**src/rtl/path_delay_meter_pkg.sv**
```systemverilog
// Shared encodings for the path delay meter: FSM states and the saturated
// result value reported on timeout.
package path_meter_pkg;

  typedef enum logic [1:0] {
    IDLE   = 2'd0,
    SETTLE = 2'd1,
    WAIT   = 2'd2,
    DONE   = 2'd3
  } state_t;

  // Sliced down to CNT_W by the user; wide enough for any sane counter.
  localparam logic [63:0] ALL_ONES = '1;

endpackage

```
**src/rtl/path_delay_meter_sense_sync.sv**
```systemverilog
// Flop-chain synchronizer for the path sense input, cleared to 0 on reset.
module sense_sync #(
  parameter int SYNC_STAGES = 2
) (
  input  logic clk,
  input  logic rst_n,
  input  logic d,
  output logic q
);

  logic [SYNC_STAGES-1:0] ff;

  always_ff @(posedge clk or negedge rst_n) begin
    if (!rst_n) ff <= '0;
    else        ff <= {ff[SYNC_STAGES-2:0], d};
  end

  assign q = ff[SYNC_STAGES-1];

endmodule

```
**src/rtl/path_delay_meter.sv**
```systemverilog
// Launch/capture harness: toggles launch, counts clocks until the synchronized
// sense output reaches the expected level, reports delay or timeout.
module path_delay_meter
  import path_meter_pkg::*;
#(
  parameter int CNT_W       = 8,
  parameter int TIMEOUT     = 200,
  parameter int SYNC_STAGES = 2
) (
  input  logic             C,
  input  logic             R,
  input  logic             start,
  input  logic             expect_inv,
  input  logic             sense,
  output logic             launch,
  output logic             busy,
  output logic             done,
  output logic             timeout,
  output logic             rise,
  output logic [CNT_W-1:0] cycles
);

  localparam logic [CNT_W-1:0] CNT_LAST = CNT_W'(TIMEOUT - 1);
  localparam logic [CNT_W-1:0] SYNC_LAT = CNT_W'(SYNC_STAGES);

  state_t           state, nxt;
  logic [CNT_W-1:0] cnt;
  logic             inv_q;
  logic             sense_s;
  logic             match;
  logic             acc, tog, inc, hit, to_hit;

  sense_sync #(.SYNC_STAGES(SYNC_STAGES)) u_sync (
    .clk   (C),
    .rst_n (R),
    .d     (sense),
    .q     (sense_s)
  );

  // In WAIT the launch register already holds the new value, so one compare
  // serves both the pre-launch check and the post-launch capture.
  assign match = (sense_s == (launch ^ inv_q));

  always_ff @(posedge C or negedge R) begin
    if (!R) state <= IDLE;
    else    state <= nxt;
  end

  always_comb begin
    nxt    = state;
    acc    = 1'b0;
    tog    = 1'b0;
    inc    = 1'b0;
    hit    = 1'b0;
    to_hit = 1'b0;
    case (state)
      IDLE: begin
        if (start) begin
          acc = 1'b1;
          nxt = SETTLE;
        end
      end
      SETTLE: begin
        if (match) begin
          tog = 1'b1;
          nxt = WAIT;
        end else if (cnt == CNT_LAST) begin
          to_hit = 1'b1;
          nxt    = DONE;
        end else begin
          inc = 1'b1;
        end
      end
      WAIT: begin
        if (match) begin
          hit = 1'b1;
          nxt = DONE;
        end else if (cnt == CNT_LAST) begin
          to_hit = 1'b1;
          nxt    = DONE;
        end else begin
          inc = 1'b1;
        end
      end
      DONE:    nxt = IDLE;
      default: nxt = IDLE;
    endcase
  end

  // Counter never passes CNT_LAST, so it cannot wrap for legal TIMEOUT.
  always_ff @(posedge C or negedge R) begin
    if (!R) begin
      cnt   <= '0;
      inv_q <= 1'b0;
    end else begin
      if (acc) begin
        cnt   <= '0;
        inv_q <= expect_inv;
      end else if (tog) begin
        cnt <= '0;
      end else if (inc) begin
        cnt <= cnt + 1'b1;
      end
    end
  end

  // launch survives across measurements so edges alternate rise/fall.
  always_ff @(posedge C or negedge R) begin
    if (!R) begin
      launch <= 1'b0;
      rise   <= 1'b0;
    end else if (tog) begin
      launch <= ~launch;
      rise   <= ~launch;
    end
  end

  // Subtract the synchronizer latency so a bare wire reads as zero.
  always_ff @(posedge C or negedge R) begin
    if (!R) begin
      timeout <= 1'b0;
      cycles  <= '0;
    end else begin
      if (acc) timeout <= 1'b0;
      if (hit) cycles <= (cnt >= SYNC_LAT) ? (cnt - SYNC_LAT) : '0;
      if (to_hit) begin
        timeout <= 1'b1;
        cycles  <= ALL_ONES[CNT_W-1:0];
      end
    end
  end

  assign busy = (state == SETTLE) || (state == WAIT);
  assign done = (state == DONE);

endmodule

```
**config.mk**
```make
export PLATFORM = sky130hd
export DESIGN_NAME = path_delay_meter
export DESIGN_NICKNAME = d
export VERILOG_FILES = /design/src/rtl/path_delay_meter_pkg.sv /design/src/rtl/path_delay_meter_sense_sync.sv /design/src/rtl/path_delay_meter.sv
export SDC_FILE = /design/constraint.sdc
export NUM_CORES = 1
export LEC_CHECK = 0
export ABC_AREA = 1
export BUFFER_PORTS_ARGS = -buffer_cell sky130_fd_sc_hd__buf_4
export CAP_MARGIN = 15
export CORE_MARGIN = 3
export CORE_UTILIZATION = 27
export DETAILED_ROUTE_END_ITERATION = 6
export PLACE_DENSITY = 0.43
export SYNTH_ARGS = -nofsm -noshare
export SYNTH_HDL_FRONTEND = slang
export SYNTH_HIERARCHICAL = 1
export SYNTH_SLANG_ARGS = --single-unit
```
**constraint.sdc**
```tcl
create_clock -name C -period 1.74 [get_ports C]
set_clock_uncertainty 0.2 [all_clocks]
set_input_delay 0.348 -clock C [delete_from_list [all_inputs] [get_ports C]]
set_output_delay 0.348 -clock C [all_outputs]
set_load 0.02 [all_outputs]
```
After elaboration in Yosys (flattened, before gate mapping)
Cells that the tools add are included.
Word-level totals
  input port bits: 5
  latch bits: 0
  logic and storage cells: 48
  memories: 0
  flip-flop bits (word level): 23
  memory bits (read-only): 0
  bits in writable memories: 0
Cells by class
  eq/ne operators: 6
  shift operators: 0
  muxes and demuxes: 24
  order comparisons: 1
  $mul: 0
  reduce and logical (&&, ||, !) cells: 6
  add/subtract/negate cells: 2
  divide/modulo/power cells: 0
  bitwise logic cells: 2
Operators by type and width (count)
  $mux W8: 6
  $mux W1: 13
  $add A8 B1 Y8 const B: 1
  $eq A8 B8 Y1 const B: 1
  $ge A8 B2 Y1 const B: 1
  $mux W2: 4
  $pmux W2 S4: 1
  $sub A8 B2 Y8 const B: 1
  $eq A2 B2 Y1 const B: 2
  $reduce_bool A2 Y1: 2
  $reduce_bool A3 Y1: 1
  $eq A2 B1 Y1 const B: 1
  $logic_not A2 Y1: 1
  $ne A2 B2 Y1 const B: 1
  $reduce_or A2 Y1: 1
  $eq A1 B1 Y1: 1
  $logic_or A1 B1 Y1: 1
  $not A1 Y1: 1
  $xor A1 B1 Y1: 1

Longest topological paths before layout
Gate-level depths: netlist of run 1.
  depth in word-level cells: 7
  depth in mapped cells: 10

By module
Netlist of run 1, hierarchy kept.
By module, submodules not included
  path_delay_meter: seq. area each 525.5 sq um, instances 1, cells an instance 195, area an instance 1507.7 sq um
  sense_sync: seq. area each 50.0 sq um, instances 1, cells an instance 2, area an instance 50.0 sq um

Least setup slack after synthesis of run 1
Ideal clock, no wire load.
  path kind: reg2reg
  start: register state[0]
  end: register cnt[6]
  stages on the path, launching flop included: 7
  data arrival time: 1.302 ns
  setup slack: 0.173 ns
  buffers on the path: 0
  library setup time: 0.065 ns
  path through: dfrtp_1 > inv_1 > ha_1 > nand3_4 > nand2_4 > nand2_1 > nand2_1
Between the ends
  word-level cells in the longest chain between the ends: 4
  elaborated cells between the ends (all ways): 10
Ends and longest elaborated chain
  start: declaration: RTL line path_delay_meter.sv:26  | state_t state, nxt;
  start signal: assignment: RTL line path_delay_meter.sv:46  | else state <= nxt;
  $eq A2 B1 Y1 or $eq A2 B2 Y1 (tied branches): RTL line path_delay_meter.sv:56  | case (state)
  $reduce_or A2 Y1 (no line) or $mux W1 (tied branches)
  $mux W1 or $mux W8 (tied branches)
  $reduce_bool A3 Y1 (no line) or $mux W8 (tied branches)
  end signal: assignment: RTL line path_delay_meter.sv:102  | cnt <= cnt + 1'b1;
  end: declaration: RTL line path_delay_meter.sv:27  | logic [CNT_W-1:0] cnt;
Parallel ways exist; a longest one is shown, timed or not.
A chain may end at the register's enable or synchronous reset.

Worst setup path after layout of run 1
  start: register state[0]
  end: output done
Between the ends
  word-level cells in the longest chain between the ends: 1
Ends and longest elaborated chain
  $eq A2 B2 Y1: RTL line path_delay_meter.sv:134  | assign done = (state == DONE);
  end: declaration: RTL line path_delay_meter.sv:17  | output logic done,
Every way passes these cells.

==> out/metrics.yaml, run 1 <==
place_congestion: 0.7594
die-height_um: 81.96
ys_seq_area_share_pct: 36.95
io_pins: 18
arrival_ns: 1.13
hold_path.class: "in2reg"
critical-path-top-delay-family: "flip-flops"
synth-edff-count: 0
fin_hold_ws_ns: 0.08455
grt_pass1_vias: 1215
clk_pin_slew_ns: 0.08
num_vias: 1288
critPathKind: "reg2out"
whs_path_depth: 3
numCtsBuffers: 3
final_common_cell: "nand2_1"
avgRoutedWirePerCell_um: 11.58
dpl_worst_slack_ns: 0.04266
drc: 0
rr_worst_depth: 8
fin_crit_sh_pct: 96.58
fin_ws_ns: 0.05948
area_growth_pct: 23.21
cts_tree: "done"
num_antenna_cells: 0
synth_area_leaders: "dfrtp_1 37%, nand2_1 13%, ha_1 7.2%, nand3_1 6.4%, inv_1 5.5%"
nFillCells: 617
synthArstFlopShare_pct: 100.0
clock-sinks: 23
first_pass_iters: 4
worst_slew_pin_slew_ns: 0.3638
via_per_inst: 4.308
nNetsFinal: 242
powerDensity_mw_per_mm2: 1627
slew_violations: 0
finalInstanceArea_mm2: 0.001919
leakagePower_nw: 1.002
wirelength_mm: 3.463
cap_violations: 0
hold_violations: 0
rsz0062_at_grt: "false"
cp_data_required_time_ns: 1.19
die_area_mm2: 0.006717
ys_types: 26
startpoint_type: "flip-flop"
htreeDepth: 1
period_minus_slack_ns: 1.681
dpl_cell_area_mm2: 0.001787
crit_cells: 3
slew_headroom_pct: 75.75
cp_cell_sequence: "buf_4 > ha_1 > buf_6"
grt_max_degree: 24
end_kind: "output pin"
antenna_left: 0
grt_pass1_wl_mm: 5.844
synth_area_leader_cell: "dfrtp_1"
ir_worst_vdd_mv: 0.4437
critPathSlowestCell: "dfrtp_1"
ys.flop_type: "dfrtp_1"
overflow: 0
cp_slowest_stage_delay_ns: 0.40
grt_antenna_before_repair: 0
setup_viol: 0
hpwl_mm: 2.549
die_x_um: 81.96
syn_area_mm2: 0.001558
layout_common_cells: "56 x nand2_1, 26 x buf_4, 22 x dfrtp_1"
num_rows: 27
ys_ff_latch: 23
finalPower_mw: 3.122
max_freq_mhz: 595.1
drtIter0Drc: 73
start_util_pct: 28.12
status: "completed"
synth_fp_nets: 211
io_buffers: 17
synth_top_area_share_pct: 36.95
fin_tns_setup_ns: 0
synthCells: 197
post_route_cells_drive_above_1_share_pct: 25.11
grtUsageTotal_pct: 11.31
ys_warn_count: 6
clk_latency_ns: 0.27
cts_root_buf: "clkbuf_8"
ctsLongestPathBuffers: 2
crit_buf_inv: 2
avgSynthCellArea_um2: 7.907
core_mm2: 0.005540
path_max_fanout: 2
-- layer usage --
layer  wire, um  global-route usage [%]  part of all wire (%)
met1       1790                   15.37                    52
met2       1522                   17.69                    44
met3        117                   2.961                   3.4
met4         31                   2.990                  0.90
met5          0                       0                     0
-- report_power, final --
group | total, mW | switching, mW | leakage (nW) | internal (mW)
combinational | 1.96 | 1.19 | 0.679 | 0.767
clock | 0.338 | 0.174 | 0.0228 | 0.164
sequential | 0.826 | 0.139 | 0.300 | 0.687
-- state kept, by name (all words and copies together), names as in the netlist --
name       flops
timeout        1
cycles         8
rise           1
cnt            8
u_sync/ff      2
inv_q          1
state          2
-- worst paths after layout --
kind | start | end | slack [ns]
max in group asynchronous | R | cnt[1] | 0.76
min in group asynchronous | R | u_sync/ff[0] | 0.32
hold reg to reg | u_sync/ff[0] | u_sync/ff[1] | 0.15
setup reg to reg | cnt[0] | cycles[5] | 0.12
hold / removal | expect_inv | inv_q | 0.08
setup / recovery | state[0] | done | 0.06
-- metrics by stage --
step,std cells,utilization (%)
floorplan,197,-
finish,299,34.64
global route,299,34.64
detailed placement,288,32.25
CTS,297,34.06
global placement,288,32.25
-- kinds of logic after synthesis --
family	count (synthesis)	synth area share, %
adder cells (fa/ha/maj)	9	7.229
AO/OA/AOI/OAI	11	3.936
buffers and inverters	30	8.594
XOR/XNOR	5	2.811
flip-flops	23	36.95
AND/OR/NAND/NOR	119	40.48
-- synthesized netlist by cell type (2+ instances only) --
master   instances
a21oi_1          4
buf_4            3
dfrtp_1         23
ha_1             9
inv_1           23
inv_2            2
nand2_1         56
nand2_2          2
nand2_4          4
nand3_1         20
nand3_4          4
nand4_1          6
nor2_1          18
nor2_4           2
nor3_1           2
o21ai_0          5
xor2_1           5
-- area by class of cell --
| cell class | instances | area [um2] | share of cell area, % |
|---|---|---|---|
| tap | 72 | 90.09 | 4.694 |
| multi-input combinational | 145 | 880.8 | 45.89 |
| inverter | 26 | 100.1 | 5.215 |
| sequential | 23 | 576.8 | 30.05 |
| timing repair buffer | 29 | 226.5 | 11.80 |
| clock buffer | 4 | 45.04 | 2.347 |
-- timing repair --
action,4_1_cts,5_1_grt
pin swaps,1,3
resized for setup,4,6
buffers inserted,3,1
endpoints found under the setup margin,1,15
hold buffers,2,0
endpoints found under the hold margin,24,0
cloned,0,1
-- worst reg2reg max path, stage by stage, from the launching register on --
cell and delay, ns:
dfrtp_1 0.42, inv_1 0.08, ha_1 0.22, nor2_1 0.14, nand2_1 0.11, nor2_4 0.14
nor2_4 0.07, o21ai_2 0.05, nand3_1 0.07
(Power assumes the default switching activity.)
==> inputs of run 2 (changes only) <==
SETUP_SLACK_MARGIN = 0.4   (was default)
==> run 2 against run 1 <==
Routed wire length grew 15%. Register-to-register slack lost 0.02 ns. Worst hold slack worse by 0.0090 ns. Highest routed layer unchanged.
==> out/metrics.yaml, run 2 (synthesis results as in run 1) <==
status: "completed"
period_minus_slack_ns: 1.647  # -0.03350 ns
seqPwrFrac_pct: 23.0  # -3.5 points
num_antenna_cells: 0  # unchanged
wirelength_mm: 3.977  # +15%
htreeDepth: 1  # unchanged
p_switching_mw: 1.795  # +19%
antenna_left: 0  # unchanged
min-delay-start: "expect_inv"
fin_ws_ns: 0.09298  # +0.03350 ns
combPwrFrac_pct: 67.8  # +5.1 points
pwr-share-clk_pct: 9.1  # -1.7 points
core_mm2: 0.005540  # unchanged
internal_power_mw: 2.071  # +28%
rsz0062_at_grt: "true"
drc: 0  # unchanged
hpwl_mm: 2.597  # +1.9%
hold_violations: 0  # unchanged
hold_end: "inv_q"
highest_layer: "met4"
first_pass_iters: 4  # unchanged
nNetsFinal: 266  # +9.9%
whs_path_depth: 3  # unchanged
avgRoutedWirePerCell_um: 12.31  # +6.3%
num_rows: 27  # unchanged
rr_worst_depth: 8  # unchanged
path_max_fanout: 2  # unchanged
swShare_pct: 46.42  # -1.8 points
top_regs: "cnt x8, cycles x8"
ir_worst_vdd_mv: 0.8642  # +95%
place_congestion: 0.7715  # +1.6%
grt_pass1_wl_mm: 6.789  # +16%
powerDensity_mw_per_mm2: 1638  # +0.70%
leakagePower_nw: 1.183  # +18%
max_freq_mhz: 607.2  # +2.0%
io_pins: 18  # unchanged
post-route-util_pct: 42.59  # +7.9 points
cts_tree: "done"
fin_tns_setup_ns: 0  # unchanged
cp_cell_sequence: "inv_2 > ha_4 > buf_6"
wl_met2_mm: 2.050  # +35%
grtUsageTotal_pct: 13.12  # +1.8 points
area_growth_pct: 51.49
grt_pass1_vias: 1433  # +18%
numCtsBuffers: 3  # unchanged
dr_wl_met3_um: 127  # +8.5%
drtIter0Drc: 35  # -52%
cap_violations: 0  # unchanged
slew_violations: 0  # unchanged
start_util_pct: 28.12  # unchanged
clk_pin_slew_ns: 0.09  # about the same
die-height_um: 81.96  # unchanged
num_vias: 1432  # +11%
r2r_start: "cnt[1]"
reg2reg_slack_ns: 0.10  # -0.02 ns
io_buffers: 17  # unchanged
overflow: 0  # unchanged
clk_latency_ns: 0.27  # about the same
clock-sinks: 23  # unchanged
cts_root_buf: "clkbuf_8"
grt_max_degree: 24  # unchanged
hold_path.class: "in2reg"
fin_crit_sh_pct: 94.66  # -1.9 points
grt_antenna_before_repair: 0  # unchanged
end_kind: "output pin"
post_route_cells_drive_above_1_share_pct: 47.81  # +23 points
die_area_mm2: 0.006717  # unchanged
cp_data_required_time_ns: 1.19  # about the same
cp_slowest_stage_delay_ns: 0.41  # about the same
routedLengthMet1_mm: 1.777  # -0.73%
rr_endpoint: "cnt[6]"
worst_slew_pin_slew_ns: 0.3156  # -0.04819 ns
dpl_worst_slack_ns: 0.04799  # +0.005330 ns
critPathSlowestCell: "dfrtp_1"
die_x_um: 81.96  # unchanged
arrival_ns: 1.10  # -0.03 ns
slew_headroom_pct: 78.96  # +3.2 points
via_per_inst: 4.433  # +2.9%
ctsLongestPathBuffers: 2  # unchanged
nFillCells: 568  # -7.9%
setup_viol: 0  # unchanged
critPathKind: "reg2out"
startpoint_type: "flip-flop"
layout_common_cells: "49 x nand2_1, 34 x buf_4, 17 x buf_6"
final_common_cell: "nand2_1"
run 2: per-layer routing:
metal | GRT usage, % | up-vias
met5 | 0 | -
met4 | 2.824 | 0
met3 | 2.632 | 2
met2 | 23.51 | 19
met1 | 16.12 | 668
li1 | - | 743
run 2: stage by stage:
step | hold slack (ns) | std cells | total power, mW | instance area (um2)
2_1_floorplan | -0.1476 | 197 | 2.275 | 1599
3_3_place_gp | 0.07520 | 286 | 2.788 | 1813
3_5_place_dp | 0.07175 | 286 | 2.761 | 1813
4_1_cts | 0.07406 | 316 | 3.745 | 2248
5_1_grt | 0.1171 | 323 | 4.196 | 2360
6_report | 0.07552 | 323 | 3.865 | 2360
run 2: power groups by stage:
stage                     sequential, mW  combinational (mW)  clock (mW)
after floorplan                    0.903                1.37           0
after global placement             0.853                1.94           0
after detailed placement           0.855                1.91           0
after CTS                          0.876                2.50       0.371
after global routing               0.912                2.90       0.385
final                              0.891                2.62       0.353
run 2: critical path, delay by kind of cell, from the launching register on:
kind | cells | cell delay [ns]
adder cells (fa/ha/maj) | 1 | 0.21
buffers and inverters | 2 | 0.21
flip-flops | 1 | 0.41
run 2: area by class of cell:
cell class | count | area [um2] | area share (%)
multi-input cells | 145 | 1064 | 45.07
flip-flops and latches | 23 | 584.3 | 24.76
repair buffers | 53 | 466.7 | 19.78
inverters | 26 | 110.1 | 4.666
well taps | 72 | 90.09 | 3.818
clock buffers | 4 | 45.04 | 1.909
run 2: what timing repair did:
action	4_1_cts	5_1_grt
endpoints found under the setup margin	34	34
cloned	1	0
hold buffers	2	0
pin swaps	15	11
endpoints found under the hold margin	24	0
setup buffers	23	7
resized for setup	50	16
run 2: worst max-delay path by stage:
stage                     startpoint   endpoint  slack (ns)  cells after the start
after detailed placement      cnt[0]  cycles[5]        0.05                      7
after floorplan               cnt[1]  cycles[7]        0.29                      8
after global placement        cnt[0]  cycles[1]       0.001                      7
after CTS                   state[0]       busy        0.08                      3
after global routing          cnt[1]     cnt[4]       0.002                      8
final                       state[1]       busy        0.09                      3
